==> config.mk <==
export PLATFORM = sky130hd
export DESIGN_NAME = gpu_op_arbiter
export DESIGN_NICKNAME = d
export VERILOG_FILES = /design/src/rtl/gpu_op_arbiter_pkg.sv /design/src/rtl/gpu_op_arbiter_round_robin_picker.sv /design/src/rtl/gpu_op_arbiter.sv
export SDC_FILE = /design/constraint.sdc
export NUM_CORES = 1
export LEC_CHECK = 0
export CORE_UTILIZATION = 39
export DETAILED_ROUTE_END_ITERATION = 6
export GPL_ROUTABILITY_DRIVEN = 0
export PLACE_DENSITY = 0.91
export SYNTH_ARGS = -nofsm -noshare
export SYNTH_HDL_FRONTEND = slang
export SYNTH_SLANG_ARGS = --single-unit
==> constraint.sdc <==
create_clock -name clk -period 1.78 [get_ports clk]
set_input_delay 0.356 -clock clk [delete_from_list [all_inputs] [get_ports clk]]
set_output_delay 0.356 -clock clk [all_outputs]
set_load 0.02 [all_outputs]
==> src/rtl/gpu_op_arbiter_pkg.sv <==
// Shared GPU op type and arbiter-wide definitions.
package gpu_op_arbiter_pkg;

    typedef enum logic [3:0] {
        OpNop    = 4'd0,
        OpSprite = 4'd1,
        OpRect   = 4'd2,
        OpDigit  = 4'd3
    } gpu_op_kind_e;

    typedef struct packed {
        gpu_op_kind_e kind;
        logic [9:0]   x;
        logic [9:0]   y;
    } gpu_op_t;

endpackage

==> src/rtl/gpu_op_arbiter_round_robin_picker.sv <==
// Combinational round-robin picker: first set bit of req scanning ptr+1, ptr+2, ... modulo N.
module round_robin_picker #(
    parameter int unsigned N     = 2,
    parameter int unsigned IDX_W = N > 1 ? $clog2(N) : 1
) (
    input  logic [N-1:0]     req,
    input  logic [IDX_W-1:0] ptr,
    output logic             any,
    output logic [IDX_W-1:0] idx
);

    logic [IDX_W-1:0] cand;

    // Scan from the farthest candidate down so the nearest hit is written last and wins.
    always_comb begin
        any  = 1'b0;
        idx  = '0;
        cand = '0;
        for (int k = int'(N); k >= 1; k--) begin
            cand = IDX_W'((32'(ptr) + 32'(k)) % N);
            if (req[cand]) begin
                any = 1'b1;
                idx = cand;
            end
        end
    end

endmodule

==> src/rtl/gpu_op_arbiter.sv <==
// Round-robin arbiter sharing the GPU op FIFO write port; bursts stay locked to one requester.
module gpu_op_arbiter
    import gpu_op_arbiter_pkg::*;
#(
    parameter int unsigned N_REQ = 2,
    parameter int unsigned IDX_W = N_REQ > 1 ? $clog2(N_REQ) : 1
) (
    input  logic                  clk,
    input  logic                  rst,
    input  logic                  ce,
    input  logic [N_REQ-1:0]      req_valid,
    input  gpu_op_t [N_REQ-1:0]   req_op,
    input  logic [N_REQ-1:0]      req_last,
    output logic [N_REQ-1:0]      req_ready,
    output gpu_op_t               op,
    output logic                  op_wr_en,
    input  logic                  op_full,
    output logic [IDX_W-1:0]      grant_idx,
    output logic                  busy
);

    typedef enum logic [1:0] {StIdle, StIssue, StWrite} state_e;

    state_e           state_q, state_d;
    logic [IDX_W-1:0] grant_q, grant_d;
    logic [IDX_W-1:0] rr_ptr_q, rr_ptr_d;
    logic             burst_open_q, burst_open_d;
    logic             last_q, last_d;
    gpu_op_t          op_q, op_d;
    logic             wr_en_q, wr_en_d;
    logic [N_REQ-1:0] ready_q, ready_d;

    logic             pick_any;
    logic [IDX_W-1:0] pick_idx;

    round_robin_picker #(
        .N     (N_REQ),
        .IDX_W (IDX_W)
    ) u_picker (
        .req (req_valid),
        .ptr (rr_ptr_q),
        .any (pick_any),
        .idx (pick_idx)
    );

    always_ff @(posedge clk) begin
        if (rst) begin
            state_q      <= StIdle;
            grant_q      <= '0;
            rr_ptr_q     <= IDX_W'(N_REQ - 1);
            burst_open_q <= 1'b0;
            last_q       <= 1'b0;
            op_q         <= '0;
            wr_en_q      <= 1'b0;
            ready_q      <= '0;
        end else if (ce) begin
            state_q      <= state_d;
            grant_q      <= grant_d;
            rr_ptr_q     <= rr_ptr_d;
            burst_open_q <= burst_open_d;
            last_q       <= last_d;
            op_q         <= op_d;
            wr_en_q      <= wr_en_d;
            ready_q      <= ready_d;
        end
    end

    always_comb begin
        state_d      = state_q;
        grant_d      = grant_q;
        rr_ptr_d     = rr_ptr_q;
        burst_open_d = burst_open_q;
        last_d       = last_q;
        op_d         = op_q;
        wr_en_d      = 1'b0;
        ready_d      = '0;
        unique case (state_q)
            StIdle: begin
                if (pick_any) begin
                    grant_d = pick_idx;
                    state_d = StIssue;
                end
            end
            StIssue: begin
                if (req_valid[grant_q] && !op_full) begin
                    op_d             = req_op[grant_q];
                    wr_en_d          = 1'b1;
                    ready_d[grant_q] = 1'b1;
                    last_d           = req_last[grant_q];
                    burst_open_d     = 1'b1;
                    state_d          = StWrite;
                end else if (!req_valid[grant_q] && !burst_open_q) begin
                    // Withdrawn before any write: the pointer keeps its old position.
                    state_d = StIdle;
                end
            end
            StWrite: begin
                if (last_q) begin
                    rr_ptr_d     = grant_q;
                    burst_open_d = 1'b0;
                    state_d      = StIdle;
                end else begin
                    state_d = StIssue;
                end
            end
            default: state_d = StIdle;
        endcase
    end

    // Strobes are masked by ce so a stalled cycle never counts as a second write.
    always_comb begin
        op        = op_q;
        op_wr_en  = wr_en_q & ce;
        req_ready = ready_q & {N_REQ{ce}};
        grant_idx = grant_q;
        busy      = (state_q != StIdle);
    end

endmodule

Word level (Yosys, flattened, before mapping) --
Cells that the tools add are included.
Word-level totals: register bits 33, bits in latches 0, memory bits (writable) 0, memory bits (read-only) 0, output and inout port bits 29, logic and storage cells 66, memories 0
Operators by class: add/sub/neg operators 2, multipliers 0, divide/modulo/power cells 0, order comparisons 4, equality and inequality tests 6, shift operators 0, mux-type cells 28, bitwise logic cells 2, reduce and logical (&&, ||, !) cells 14
Operators with widths (count):
- 24-bit two-way mux | 2
- 1-bit two-way mux | 18
- 3-bit AND reduction | 4
- 2-bit two-way mux | 5
- 1-bit by 2-bit < comparator with 1-bit output, second input constant | 3
- 2-bit inequality test, second input constant | 3
- 2-bit one-hot mux with 3 select lines | 1
- 4-bit AND reduction | 1
- 2-bit nonzero test | 2
- 1-bit logical AND | 3
- 1-bit zero test | 3
- 3-bit inequality test, second input constant | 1
- 1-bit adder, second input constant | 2
- 2-bit bitwise AND | 1
- 2-bit by 1-bit == test with 1-bit output, second input constant | 1
- 2-bit == test, second input constant | 1
- 2-bit zero test | 1
- 1-bit one-hot mux with 2 select lines | 1
- 1-bit bitwise AND | 1
- 1-bit demux with 1-bit select | 1
- 1-bit greater-or-equal comparator, second input constant | 1

Logic depth before layout (Yosys ltp) --
depth in word-level cells 7, gate-level depth with buffers 6

Cells and area by module --
A second synthesis with hierarchy kept.
Second synthesis, totals: cell total of the unflattened synthesis 155, area total of the unflattened synthesis 1473.9 um2
Modules (own cells, without submodules):
- gpu_op_arbiter | times used 1, cells each 153, area each 1460.2 um2, sequential area each 660.6 um2
- round_robin_picker | times used 1, cells each 2, area each 13.8 um2, sequential area each 0.0 um2

Worst setup path before layout --
No wires, ideal clock.
path kind reg-to-reg, from register grant_q, in the netlist grant_idx, to register op_q, in the netlist op[12], setup time 0.146 ns, data arrival time 1.512 ns, setup slack 0.122 ns, cell stages (with the launch flop) 5, buffers on the path 2, clock period less this slack 1.658 ns, cells stage by stage dfxtp_1 buf_4 buf_1 mux2i_1 a211oi_2
On the way: word-level cells in the longest chain between the ends 4, elaborated cells between the ends (all ways) 6
RTL lines:
- from (decl) | line gpu_op_arbiter.sv:25 | logic [IDX_W-1:0] grant_q, grant_d;
- from (signal assigned) | line gpu_op_arbiter.sv:58 | grant_q <= grant_d;
- 1-bit two-way mux (implied by the code) (2 in a row) | line gpu_op_arbiter.sv:85 | if (req_valid[grant_q] && !op_full) begin
- 1-bit logical AND | line gpu_op_arbiter.sv:85
- 3-bit AND reduction (no source line)
- to (signal assigned) | line gpu_op_arbiter.sv:62 | op_q <= op_d;
- to (decl) | line gpu_op_arbiter.sv:29 | gpu_op_t op_q, op_d;
Several ways; a longest one is shown, not always the timed one. The select of a mux whose other input is x is not followed. A chain may end at the register's enable or synchronous reset.

Final worst setup path --
from input ce, to output op_wr_en
On the way: word-level cells in the longest chain between the ends 1
RTL lines:
- from (decl) | line gpu_op_arbiter.sv:10 | input logic ce,
- 1-bit bitwise AND | line gpu_op_arbiter.sv:113 | op_wr_en = wr_en_q & ce;
- to (decl) | line gpu_op_arbiter.sv:16 | output logic op_wr_en,
Every way passes these cells.

==> key figures <==
Worst setup path
  – Nature of the critical path endpoint: output port
  – Reg2Reg Setup Slack: 0.13 ns
  – Critical R2R Launch: state_q[0]$_SDFFE_PP0P_
  – Critical path's largest stage delay: around 0.54 ns
  – Crit path launch type: primary input
  – Length in cells of the worst reg-to-reg path: 5
  – CP Cell Sequence: clkdlybuf4s50_1 -> and2_1 -> dlygate4sd2_1
  – Worst Path Buf+Inv: 2
  – Crit path DAT: 1.37 ns
  – Worst r2r dst: op[11]$_SDFFE_PP0P_
  – Cell family with most CP delay: buffers and inverters
  – WP data required: ~1.4 ns
  – Slowest cell on crit path: clkdlybuf4s50_1
  – WS Path Type: primary input to output port
  – Critical-path maximum fanout: 5

Pwr
  – Clock share of power: 0.390
  – Power per Cell Area: 689.4 nW/um2
  – Sw Pwr: ~430 uW
  – Pleak: 0.0009373 uW
  – Sw frac: 0.2309
  – Sequential share of power: 0.418
  – Internal power: roughly 1400 uW
  – Comb pwr share: 0.192
  – VDD IR-drop max: 0.4621 mV

Synth
  – Avg Cell Area, Syn: 10.24 um2
  – Distinct cells, synth: 24
  – Synth warnings: 0
  – Seq/Total Area, Yosys: 0.4084
  – Synthesized flop and latch total: 33
  – Cells after Synth: about 160
  – Cell area after synthesis: 1618 um2
  – Syn_nets: 214

Hold path
  – Hold EP: op[0]$_SDFFE_PP0P_
  – Min-delay src: rst
  – Worst hold-check path type: primary input to flop
  – Worst hold path cell count: 2

Timing
  – Setup violations, final: 0
  – Slew Viols, Final: 0
  – Min Tclk post-route: 1.722 ns
  – Worst Skew: 0.002552 ns
  – RSZ-0062 raised after global routing: false
  – Worst-Margin Slew: roughly 0.45 ns
  – Final hold violations: 0
  – Crit share post-route: 0.9677
  – Normalized max-slew margin: 0.7029
  – Fmax: between 500 and 600 MHz
  – Setup TNS: 0 ns

Detailed routing
  – Initial DRT Pass Iterations: 4
  – Residual DRC: 0
  – Drt wl/cell: 12.17 um
  – DRT Wirelength: roughly 3700 um
  – DRT iter0 DRCs: between 60 and 70
  – Vias/cell: just under 5
  – Vias: 1,485
  – Antenna-violating nets left: 0

Clock tree
  – Clock root buffer: clkbuf_8
  – Clock transition at the registers of the reported paths: ~0.07 ns
  – Hold buffers post-CTS: 0
  – Post-CTS setup buffers: 0
  – Max H-tree Level: 2
  – Clock Latency Late Sink: 0.28 ns
  – Clk sinks: 33
  – Bufs on Longest Clock Path: 2
  – CTS tree: yes
  – TritonCTS Buffers: 5

Cells and area
  – Number of fill cells: roughly 320
  – # diodes: 0
  – Layout cell share with drive strength beyond 1: 0.1960
  – Final #Nets: 305
  – Finished Layout Cells: 300
  – Final Cell Area: 2691 um2
  – Area grow syn2layout: 66.36%

Die
  – DIE AREA: 4410 um2
  – Placeable Area: 4000 um2
  – Die H: approximately 66 um
  – Initial Util: 0.4044
  – Ports: 85
  – Die Wd: 66.41 um
  – Site row count: 23

Global route
  – Global-route wire length before repair: 6106 um
  – Initial antenna violation count: 0
  – GRT Overall Usage: 0.1839
  – Congestion Overflow GR: 0
  – Vias in the first global route: 1,417
  – Largest net degree at the start of global routing: 32

Job
  – Max-cap violations: 0

Place
  – Placed cell count: 292
  – HPWL after detailed placement: 2793 um
  – I/O Buffers: 84
  – Placed cell area: 2557 um2

Status
  – Status: completed
-- per-stage QoR --
stage               power (uW)  utilization  setup WS, ns  hold slack [ns]
floorplan                952.1            -        0.1220           0.4273
detailed placement        1149       0.6393       -0.2180           0.4466
CTS                       1864       0.6675       0.05369           0.3818
finish                    1856       0.6728       0.05756           0.3879
global placement          1141       0.6393       -0.2103           0.4406
global route              1933       0.6728       0.01435           0.4058
-- cell type report --
cell class,instances,area (um2),share of cell area
clock buffer,7,86.33,0.03208
clock inverter,1,30.03,0.01116
inverter,3,11.26,0.004184
multi-input combinational,109,880.8,0.3273
sequential,33,663.1,0.2464
tap,50,62.56,0.02325
timing repair buffer,97,957.2,0.3556
-- metal layers --
layer,global-route usage,vias to the layer above,wire [um],share of wire
met5,0,-,0,0
met4,0.08777,0,58,0.016
met3,0.04655,5,352,0.096
met2,0.3253,66,1775,0.49
met1,0.2029,659,1466,0.40
li1,-,755,-,-
-- worst max-delay path by stage --
stage                            start                   to  slack (ns)  cells past startpoint
5_1_grt        state_q[0]$_SDFFE_PP0P_  op[16]$_SDFFE_PP0P_        0.01                      5
3_5_place_dp                   op_full  op[11]$_SDFFE_PP0P_       -0.22                      6
6_report                            ce             op_wr_en        0.06                      3
4_1_cts                             ce         req_ready[0]        0.05                      3
3_3_place_gp                        ce             op_wr_en       -0.21                      3
2_1_floorplan   grant_idx$_SDFFE_PP0P_  op[12]$_SDFFE_PP0P_        0.12                      4
-- flip-flops by register name, summed over array words and instances (netlist names) --
signal        flops
burst_open_q      1
grant_idx         1
last_q            1
op               24
ready_q           2
rr_ptr_q          1
state_q           2
wr_en_q           1
-- cell families after synthesis --
family                 count (synthesis)  synth area share
and+or+nand+nor                       47            0.1423
AOI/OAI and AO/OA                     35            0.2243
DFF                                   33            0.4084
muxes                                 27            0.1671
buffers and inverters                 16           0.05800
-- power groups by stage --
stage          registers (uW)  clock network, uW  logic [uW]
6_report                  775                724         357
5_1_grt                   778                766         389
4_1_cts                   774                733         357
3_5_place_dp              791                  0         358
3_3_place_gp              790                  0         352
2_1_floorplan             809                  0         144
-- repair_timing --
item,in CTS,in global routing
gates resized for setup,5,5
pin swaps,0,0
endpoints found under the setup margin,4,4
-- cell usage after synthesis --
cell / count / area share
a211oi_2: 22 / 0.17
or3b_4: 1 / 0.0070
and4b_1: 1 / 0.0062
nor2_1: 30 / 0.070
mux2i_1: 27 / 0.17
nor3_4: 1 / 0.010
nand4b_1: 1 / 0.0054
nor4bb_1: 1 / 0.0062
o311ai_0: 1 / 0.0054
a21oi_1: 6 / 0.019
dfxtp_1: 33 / 0.41
a211oi_1: 3 / 0.014
o41ai_1: 2 / 0.011
nand3_1: 2 / 0.0062
buf_6: 3 / 0.021
buf_1: 2 / 0.0046
a211o_1: 1 / 0.0054
and2_1: 3 / 0.012
clkbuf_1: 5 / 0.012
buf_4: 3 / 0.014
inv_1: 3 / 0.0070
or4_1: 1 / 0.0046
nand2_1: 5 / 0.012
nand4_1: 1 / 0.0039
-- cells in the final DEF (no fill, tap or decap), drive strengths merged --
cell           Yosys  layout
clkdlybuf4s50      0      78
dfxtp             33      33
nor2              30      30
mux2i             27      27
a211oi            25      25
buf                8      14
clkbuf             5       7
a21oi              6       6
nand2              5       5
inv                3       3
and2               3       3
dlygate4sd2        0       3
o41ai              2       2
nand3              2       2
or3b               1       1
nor3               1       1
or4                1       1
nor4bb             1       1
and4b              1       1
a211o              1       1
o311ai             1       1
nand4              1       1
nand4b             1       1
bufinv             0       1
dlymetal6s2s       0       1
clkdlybuf4s15      0       1
(Power assumes the default switching activity.)
